File: config.mk
export PLATFORM = sky130hd
export DESIGN_NAME = clock_phase_ctrl_flat
export DESIGN_NICKNAME = d
export VERILOG_FILES = /design/src/rtl/clock_phase_ctrl_if.sv /design/src/rtl/clock_phase_ctrl.sv /design/src/flat_wrapper.sv
export SDC_FILE = /design/constraint.sdc
export NUM_CORES = 1
export LEC_CHECK = 0
export ABC_AREA = 1
export CORE_ASPECT_RATIO = 1.25
export CORE_MARGIN = 1
export CORE_UTILIZATION = 50
export DETAILED_ROUTE_END_ITERATION = 6
export PLACE_DENSITY = 0.84
export SYNTH_ARGS = -nofsm -noshare
export SYNTH_HDL_FRONTEND = slang
export SYNTH_SLANG_ARGS = --single-unit
File: constraint.sdc
create_clock -name clock -period 1.9 [get_ports clock]
set_clock_uncertainty 0.1 [all_clocks]
set_input_delay 0.285 -clock clock [delete_from_list [all_inputs] [get_ports clock]]
set_output_delay 0.285 -clock clock [all_outputs]
set_load 0.05 [all_outputs]
File: src/rtl/clock_phase_ctrl_if.sv
// Control/status bundle between the bench clock driver and clock_phase_ctrl:
// halt/resume requests in, core reset, phase enables, halt status and group count out.
interface clock_phase_ctrl_if #(
    parameter int COUNT_W = 32
);
    logic               halt;
    logic               resume;
    logic               sys_rst_n;
    logic               imem_ce;
    logic               regfile_ce;
    logic               dmem_ce;
    logic               proc_ce;
    logic               halted;
    logic [COUNT_W-1:0] instr_count;

    modport master (
        output halt, resume,
        input  sys_rst_n, imem_ce, regfile_ce, dmem_ce, proc_ce, halted, instr_count
    );

    modport slave (
        input  halt, resume,
        output sys_rst_n, imem_ce, regfile_ce, dmem_ce, proc_ce, halted, instr_count
    );
endinterface

File: src/rtl/clock_phase_ctrl.sv
// Reset synchronizer, core-reset hold and four-phase clock-enable sequencer for
// the single-cycle MIPS skeleton, with halt/resume and a completed-group counter.
module clock_phase_ctrl #(
    parameter int HOLD_CYCLES = 4,
    parameter int COUNT_W     = 32
) (
    input  logic                clock,
    input  logic                reset,
    clock_phase_ctrl_if.slave   bus
);
    localparam logic [1:0] ST_HOLD   = 2'd0;
    localparam logic [1:0] ST_RUN    = 2'd1;
    localparam logic [1:0] ST_HALTED = 2'd2;

    localparam logic [7:0] HOLD_LAST = 8'(HOLD_CYCLES - 1);

    logic               sync_ff1;
    logic               sync_n;
    logic [1:0]         state;
    logic [7:0]         hold_cnt;
    logic [1:0]         phase;
    logic               halt_pending;
    logic               sys_rst_n_q;
    logic               halted_q;
    logic [COUNT_W-1:0] instr_count_q;

    always_ff @(posedge clock or negedge reset) begin
        if (!reset) begin
            sync_ff1 <= 1'b0;
            sync_n   <= 1'b0;
        end else begin
            sync_ff1 <= 1'b1;
            sync_n   <= sync_ff1;
        end
    end

    // A group always runs to its phase-3 commit; halt requests are parked until then.
    always_ff @(posedge clock or negedge reset) begin
        if (!reset) begin
            state         <= ST_HOLD;
            hold_cnt      <= 8'd0;
            phase         <= 2'd0;
            halt_pending  <= 1'b0;
            sys_rst_n_q   <= 1'b0;
            halted_q      <= 1'b0;
            instr_count_q <= '0;
        end else begin
            case (state)
                ST_HOLD: begin
                    if (sync_n) begin
                        if (hold_cnt == HOLD_LAST) begin
                            state       <= ST_RUN;
                            sys_rst_n_q <= 1'b1;
                            phase       <= 2'd0;
                        end else begin
                            hold_cnt <= hold_cnt + 8'd1;
                        end
                    end
                end
                ST_RUN: begin
                    phase <= phase + 2'd1;
                    if (phase == 2'd3) begin
                        instr_count_q <= instr_count_q + COUNT_W'(1);
                        if (halt_pending || bus.halt) begin
                            state        <= ST_HALTED;
                            phase        <= 2'd0;
                            halt_pending <= 1'b0;
                            halted_q     <= 1'b1;
                        end
                    end else if (bus.halt) begin
                        halt_pending <= 1'b1;
                    end
                end
                ST_HALTED: begin
                    if (bus.resume) begin
                        state    <= ST_RUN;
                        phase    <= 2'd0;
                        halted_q <= 1'b0;
                    end
                end
                default: begin
                    state <= ST_HOLD;
                end
            endcase
        end
    end

    assign bus.imem_ce     = (state == ST_RUN) && (phase == 2'd0);
    assign bus.regfile_ce  = (state == ST_RUN) && (phase == 2'd1);
    assign bus.dmem_ce     = (state == ST_RUN) && (phase == 2'd2);
    assign bus.proc_ce     = (state == ST_RUN) && (phase == 2'd3);
    assign bus.sys_rst_n   = sys_rst_n_q;
    assign bus.halted      = halted_q;
    assign bus.instr_count = instr_count_q;
endmodule
File: src/flat_wrapper.sv
// flat-port wrapper written by rule: the top's interface ports become plain ports
module clock_phase_ctrl_flat 
#(
    parameter int HOLD_CYCLES = 4,
    parameter int COUNT_W     = 32
)
  (clock, reset, bus_halt, bus_resume, bus_sys_rst_n, bus_imem_ce, bus_regfile_ce, bus_dmem_ce, bus_proc_ce, bus_halted, bus_instr_count);
  clock_phase_ctrl_if #(.COUNT_W(COUNT_W)) bus_i ();
  input  logic clock;
  input  logic reset;
  input wire logic [$bits(bus_i.halt)-1:0] bus_halt;
  input wire logic [$bits(bus_i.resume)-1:0] bus_resume;
  output wire logic [$bits(bus_i.sys_rst_n)-1:0] bus_sys_rst_n;
  output wire logic [$bits(bus_i.imem_ce)-1:0] bus_imem_ce;
  output wire logic [$bits(bus_i.regfile_ce)-1:0] bus_regfile_ce;
  output wire logic [$bits(bus_i.dmem_ce)-1:0] bus_dmem_ce;
  output wire logic [$bits(bus_i.proc_ce)-1:0] bus_proc_ce;
  output wire logic [$bits(bus_i.halted)-1:0] bus_halted;
  output wire logic [$bits(bus_i.instr_count)-1:0] bus_instr_count;
  assign bus_i.halt = bus_halt;
  assign bus_i.resume = bus_resume;
  assign bus_sys_rst_n = bus_i.sys_rst_n;
  assign bus_imem_ce = bus_i.imem_ce;
  assign bus_regfile_ce = bus_i.regfile_ce;
  assign bus_dmem_ce = bus_i.dmem_ce;
  assign bus_proc_ce = bus_i.proc_ce;
  assign bus_halted = bus_i.halted;
  assign bus_instr_count = bus_i.instr_count;
  clock_phase_ctrl #(.HOLD_CYCLES(HOLD_CYCLES), .COUNT_W(COUNT_W)) u_core (.clock(clock), .reset(reset), .bus(bus_i));
endmodule
# Word-level counts from Yosys, hierarchy flattened
# Cells that the tools add are included.
# classes
n_bitwise,1
n_reduce_logical,17
n_eq_ne,12
addsub,3
muxes,19
# op_table
op,n
32-bit by 1-bit adder with 32-bit output (second input constant),1
2-bit 2-to-1 mux,10
2-bit one-hot mux with 3 select lines,2
3-bit AND reduction,3
8-bit by 1-bit adder with 8-bit output (second input constant),1
8-bit by 2-bit equality test with 1-bit output (second input constant),1
2-bit by 1-bit inequality test with 1-bit output (second input constant),4
4-bit AND reduction,2
2-bit equality test (second input constant),3
1-bit 2-to-1 mux,6
5-bit AND reduction,1
2-bit by 1-bit equality test with 1-bit output (second input constant),2
1-bit logical AND,4
2-bit zero test,2
2-bit inequality test (second input constant),2
2-bit nonzero test,2
3-bit nonzero test,1
2-bit by 1-bit adder with 2-bit output (second input constant),1
1-bit one-hot mux with 2 select lines,1
2-bit AND reduction,1
1-bit logical OR,1
1-bit NOT,1
# word_totals
register_bits,49

# Logic depth before layout (Yosys ltp)
# logic_depth
word_depth,4
ltp_mapped,8
ltp_nobuf,8

# Least setup slack after synthesis
# No wires, ideal clock.
# synth_timing
path_type,register -> register
startpoint,register u_core.instr_count_q[0] (netlist: u_core.bus.instr_count[0])
endpoint,register u_core.instr_count_q[28] (netlist: u_core.bus.instr_count[28])
arrival_ns,1.742
path_slack_ns,-0.056
path_stages_with_launch,9
n_path_buf,0
required_ns,1.687
cell_sequence,dfrtp_1 -> ha_1 -> nand3_1 -> nor2_8 -> nand3_2 -> nor2_4 -> nand3_1 -> nand2_1 -> inv_1
# synth_between
elab_chain_cells,1
# synth_lines
item,line,text
"start, declared",clock_phase_ctrl.sv:25,logic [COUNT_W-1:0] instr_count_q;
"start signal, assigned",clock_phase_ctrl.sv:63,instr_count_q <= instr_count_q + COUNT_W'(1);
32-bit by 1-bit adder with 32-bit output,clock_phase_ctrl.sv:63,
# No other way between the ends.
# A chain may end at the register's enable or synchronous reset.

# Worst setup path after layout
# layout_timing
startpoint,register u_core.phase[0]
endpoint,output bus_proc_ce
# layout_between
elab_chain_cells,2
# layout_lines
item,line,text
"start, declared",clock_phase_ctrl.sv:21,logic [1:0] phase;
"start signal, assigned",clock_phase_ctrl.sv:61,phase <= phase + 2'd1;
2-bit equality test,clock_phase_ctrl.sv:91,assign bus.proc_ce = (state == ST_RUN) && (phase == 2'd3);
1-bit logical AND,clock_phase_ctrl.sv:91,
"end, declared",flat_wrapper.sv:17,output wire logic [$bits(bus_i.proc_ce)-1:0] bus_proc_ce;
# No other way between the ends.

==> metrics.md <==
| Metric | Value |
|---|---|
| RD Place Congestion | `0.902` |
| Largest family of logic cells by synthesized area | `simple AND/OR/NAND/NOR gates` |
| DRT iter0 DRCs | `86` |
| Post-synthesis mux area share | `0%` |
| Drt pass-1 iters | `4` |
| Setup TNS | `0 ps` |
| Die area | `5630 um^2` |
| Synthesis Warnings | `0` |
| Library cells used by synthesis | `23` |
| Flops & latches, synth | `49` |
| DRC | `0` |
| Root buf cell | `clkbuf_8` |
| Filler cells | `435` |
| Clk Latency, worst-skew pair | `310 ps` |
| DR WL/cell | `12.8 um` |
| Wire length of the first global-routing pass | `9670 um` |
| Hold Fails Final Rpt | `0` |
| HP Class | `flop to flop` |
| # placed instances | `442` |
| CP startpoint kind | `flop` |
| Global route total overflow | `0` |
| PortBufs | `41` |
| Yosys top cell by area | `dfrtp_1` |
| Sink Count | `49` |
| Placeable Area | `5120 um^2` |
| Largest net degree at the start of global routing | `50` |
| Critical-path maximum fanout | `10` |
| Syn Nets | `347` |
| Initial core utilization | `52.1%` |
| Max Cap Viol | `0` |
| Setup violations, final | `0` |
| I/O pin count | `42` |
| Synthesis-to-finish area growth | `22.4%` |
| Die Wd | `67.3 um` |
| Simple-gate share of the synthesized area | `34.3%` |
| XOR/XNOR Fraction of Synth Area | `8.55%` |
| All-layer global routing usage | `22.7%` |
| Worst Path Arrival | `1420 ps` |
| CTS tree | `done` |
| Mapped cell area | `2660 um^2` |
| Finished Layout Cells | `451` |
| Area contributors post-synth | `dfrtp_1 46%, nand2_1 14%, inv_1 6.6%` |
| Cell Rows | `29` |
| RSZ-0062 raised after global routing | `no` |
| Vias in the first global route | `2233` |
| Die Y | `83.6 um` |
| Max Clk Rate | `0.553 GHz` |
| Leakage | `1.74 nW` |
| Adder-cell share of the synthesized area | `2.82%` |
| Final Net Count | `398` |
| Routed Antenna Nets | `0` |
| Cell count after synthesis | `337` |
| Initial antenna violation count | `0` |
| Synth Area in Compound Gates | `1.41%` |
| Mapped Avg Cell Area | `7.90 um^2` |
| Vias/cell | `5.12` |
| Clk pin slew, worst setup/hold paths | `100 ps` |
| Outcome | `completed` |
| Slew Limit Fails | `0` |
| Maximum vdd drop | `0.000423 V` |
| Share of post-route cells with drive strength above 1 | `15.9%` |
| Htree depth | `2` |
| Pwr dens | `856 nW/um^2` |
| Post-DP HPWL | `4430 um` |
| DR vias | `2310` |
| Final min period | `1810 ps` |
| Period utilisation layout | `95.2%` |
| Seq/Total Area, Yosys | `46.0%` |
| Worst-case clock buffer depth | `2` |
| Final WL | `5790 um` |
| Ant. Diodes | `0` |
| Kind of critical path | `flop to output pin` |
| Required @ worst endpoint | `1510 ps` |
| Top-area cell type share of the netlist area | `46.0%` |
| Worst setup EP type | `output pin` |
| Total CTS buffers | `5` |
[placed cells by master (no fill, tap or decap)]
cell type and count:
a21oi_1 3, buf_12 5, buf_2 1, buf_4 33, clkbuf_8 5, clkdlybuf4s50_1 2, clkinv_4 1, clkinvlp_4 1
conb_1 1, dfrtp_1 47, dfrtp_2 2, dlygate4sd3_1 1, dlymetal6s2s_1 2, ha_1 5, ha_4 1, inv_1 47
inv_4 1, inv_6 1, nand2_1 99, nand2_2 1, nand2_4 1, nand3_1 22, nand3_2 2, nand3_4 1
nand3b_1 4, nand4_1 10, nor2_1 42, nor2_2 2, nor2_4 3, nor2_8 1, nor3_1 12, o21ai_0 3
o21bai_1 1, xnor2_1 13, xor2_1 13
[path summary, 6_finish.rpt]
kind | depth (start not counted) | to | slack [ps] | from
max | 4 | bus_proc_ce | 90 | u_core.phase[0]
min | 0 | u_core.sync_n | 260 | u_core.sync_ff1
max reg2reg | 8 | u_core.bus.instr_count[28] | 190 | u_core.bus.instr_count[0]
min reg2reg | 0 | u_core.sync_n | 260 | u_core.sync_ff1
max in group asynchronous | 3 | u_core.bus.instr_count[1] | 1080 | reset
min in group asynchronous | 3 | u_core.bus.instr_count[25] | 390 | reset
[cells by family after synthesis]
| logic type | after synthesis |
|---|---|
| compound gates | 7 |
| xor+xnor | 26 |
| fa+ha+maj | 6 |
| buf+inv | 48 |
| flops | 49 |
| other cells | 1 |
| simple gates | 200 |
[synthesized netlist by cell type]
master,n
a21oi_1,3
conb_1,1
dfrtp_1,49
ha_1,6
inv_1,47
inv_2,1
nand2_1,99
nand2_2,1
nand2_4,1
nand3_1,22
nand3_2,2
nand3_4,1
nand3b_1,4
nand4_1,10
nor2_1,42
nor2_2,2
nor2_4,3
nor2_8,1
nor3_1,12
o21ai_0,3
o21bai_1,1
xnor2_1,13
xor2_1,13
[routing by layer]
metal	global-route usage [%]	routed length [um]
met2	40.4	3020
met4	7.93	102
met1	25.6	2420
met3	5.19	252
met5	0	0
[final cells by class]
cell class / count / area, um^2 / share of cell area, %
Multi-Input combinational cell: 240 / 1270 / 38.9
Sequential cell: 49 / 1230 / 37.7
Timing Repair Buffer: 44 / 408 / 12.5
Inverter: 48 / 183 / 5.60
Tap cell: 62 / 77.6 / 2.38
Clock buffer: 5 / 68.8 / 2.11
Clock inverter: 3 / 25.0 / 0.767
[where the power goes]
| group | internal [mW] | total [mW] | switching [mW] | leakage, nW |
|---|---|---|---|---|
| clock | 0.266 | 0.644 | 0.378 | 0.0447 |
| combinational | 0.296 | 0.832 | 0.537 | 1.04 |
| sequential | 1.18 | 1.32 | 0.138 | 0.659 |
| total | 1.74 | 2.79 | 1.05 | 1.74 |
[registers in the layout, summed over array words and instances, names as in the netlist]
name                    flops
u_core.state                2
u_core.bus.halted           1
u_core.sync_n               1
u_core.halt_pending         1
u_core.sync_ff1             1
u_core.phase                2
u_core.hold_cnt             8
u_core.bus.instr_count     32
u_core.bus.sys_rst_n        1
[timing repair]
| item | CTS | global route |
|---|---|---|
| endpoints found under the hold margin | 49 | 0 |
| hold buffers | 1 | 0 |
| endpoints found under the setup margin | 0 | 4 |
| setup buffers | 0 | 0 |
| gates resized for setup | 0 | 5 |
[through the flow]
stage               cell area (um^2)  util (%)  total power [mW]  setup WS (ps)  hold WS (ps)
floorplan                       2670         -              1.89           78.4          -111
global placement                3140      61.3              2.13            206           192
detailed placement              3140      61.3              2.16            178           197
CTS                             3240      63.3              2.80           14.1           261
global route                    3260      63.7              2.98           2.50           280
finish                          3260      63.7              2.79           90.8           258
[critical path: stages, from the launching register on]
cell     delay [ps]
dfrtp_1         440
ha_4            180
nand3_4         190
inv_4           160
buf_12          140
(Power assumes the default switching activity.)
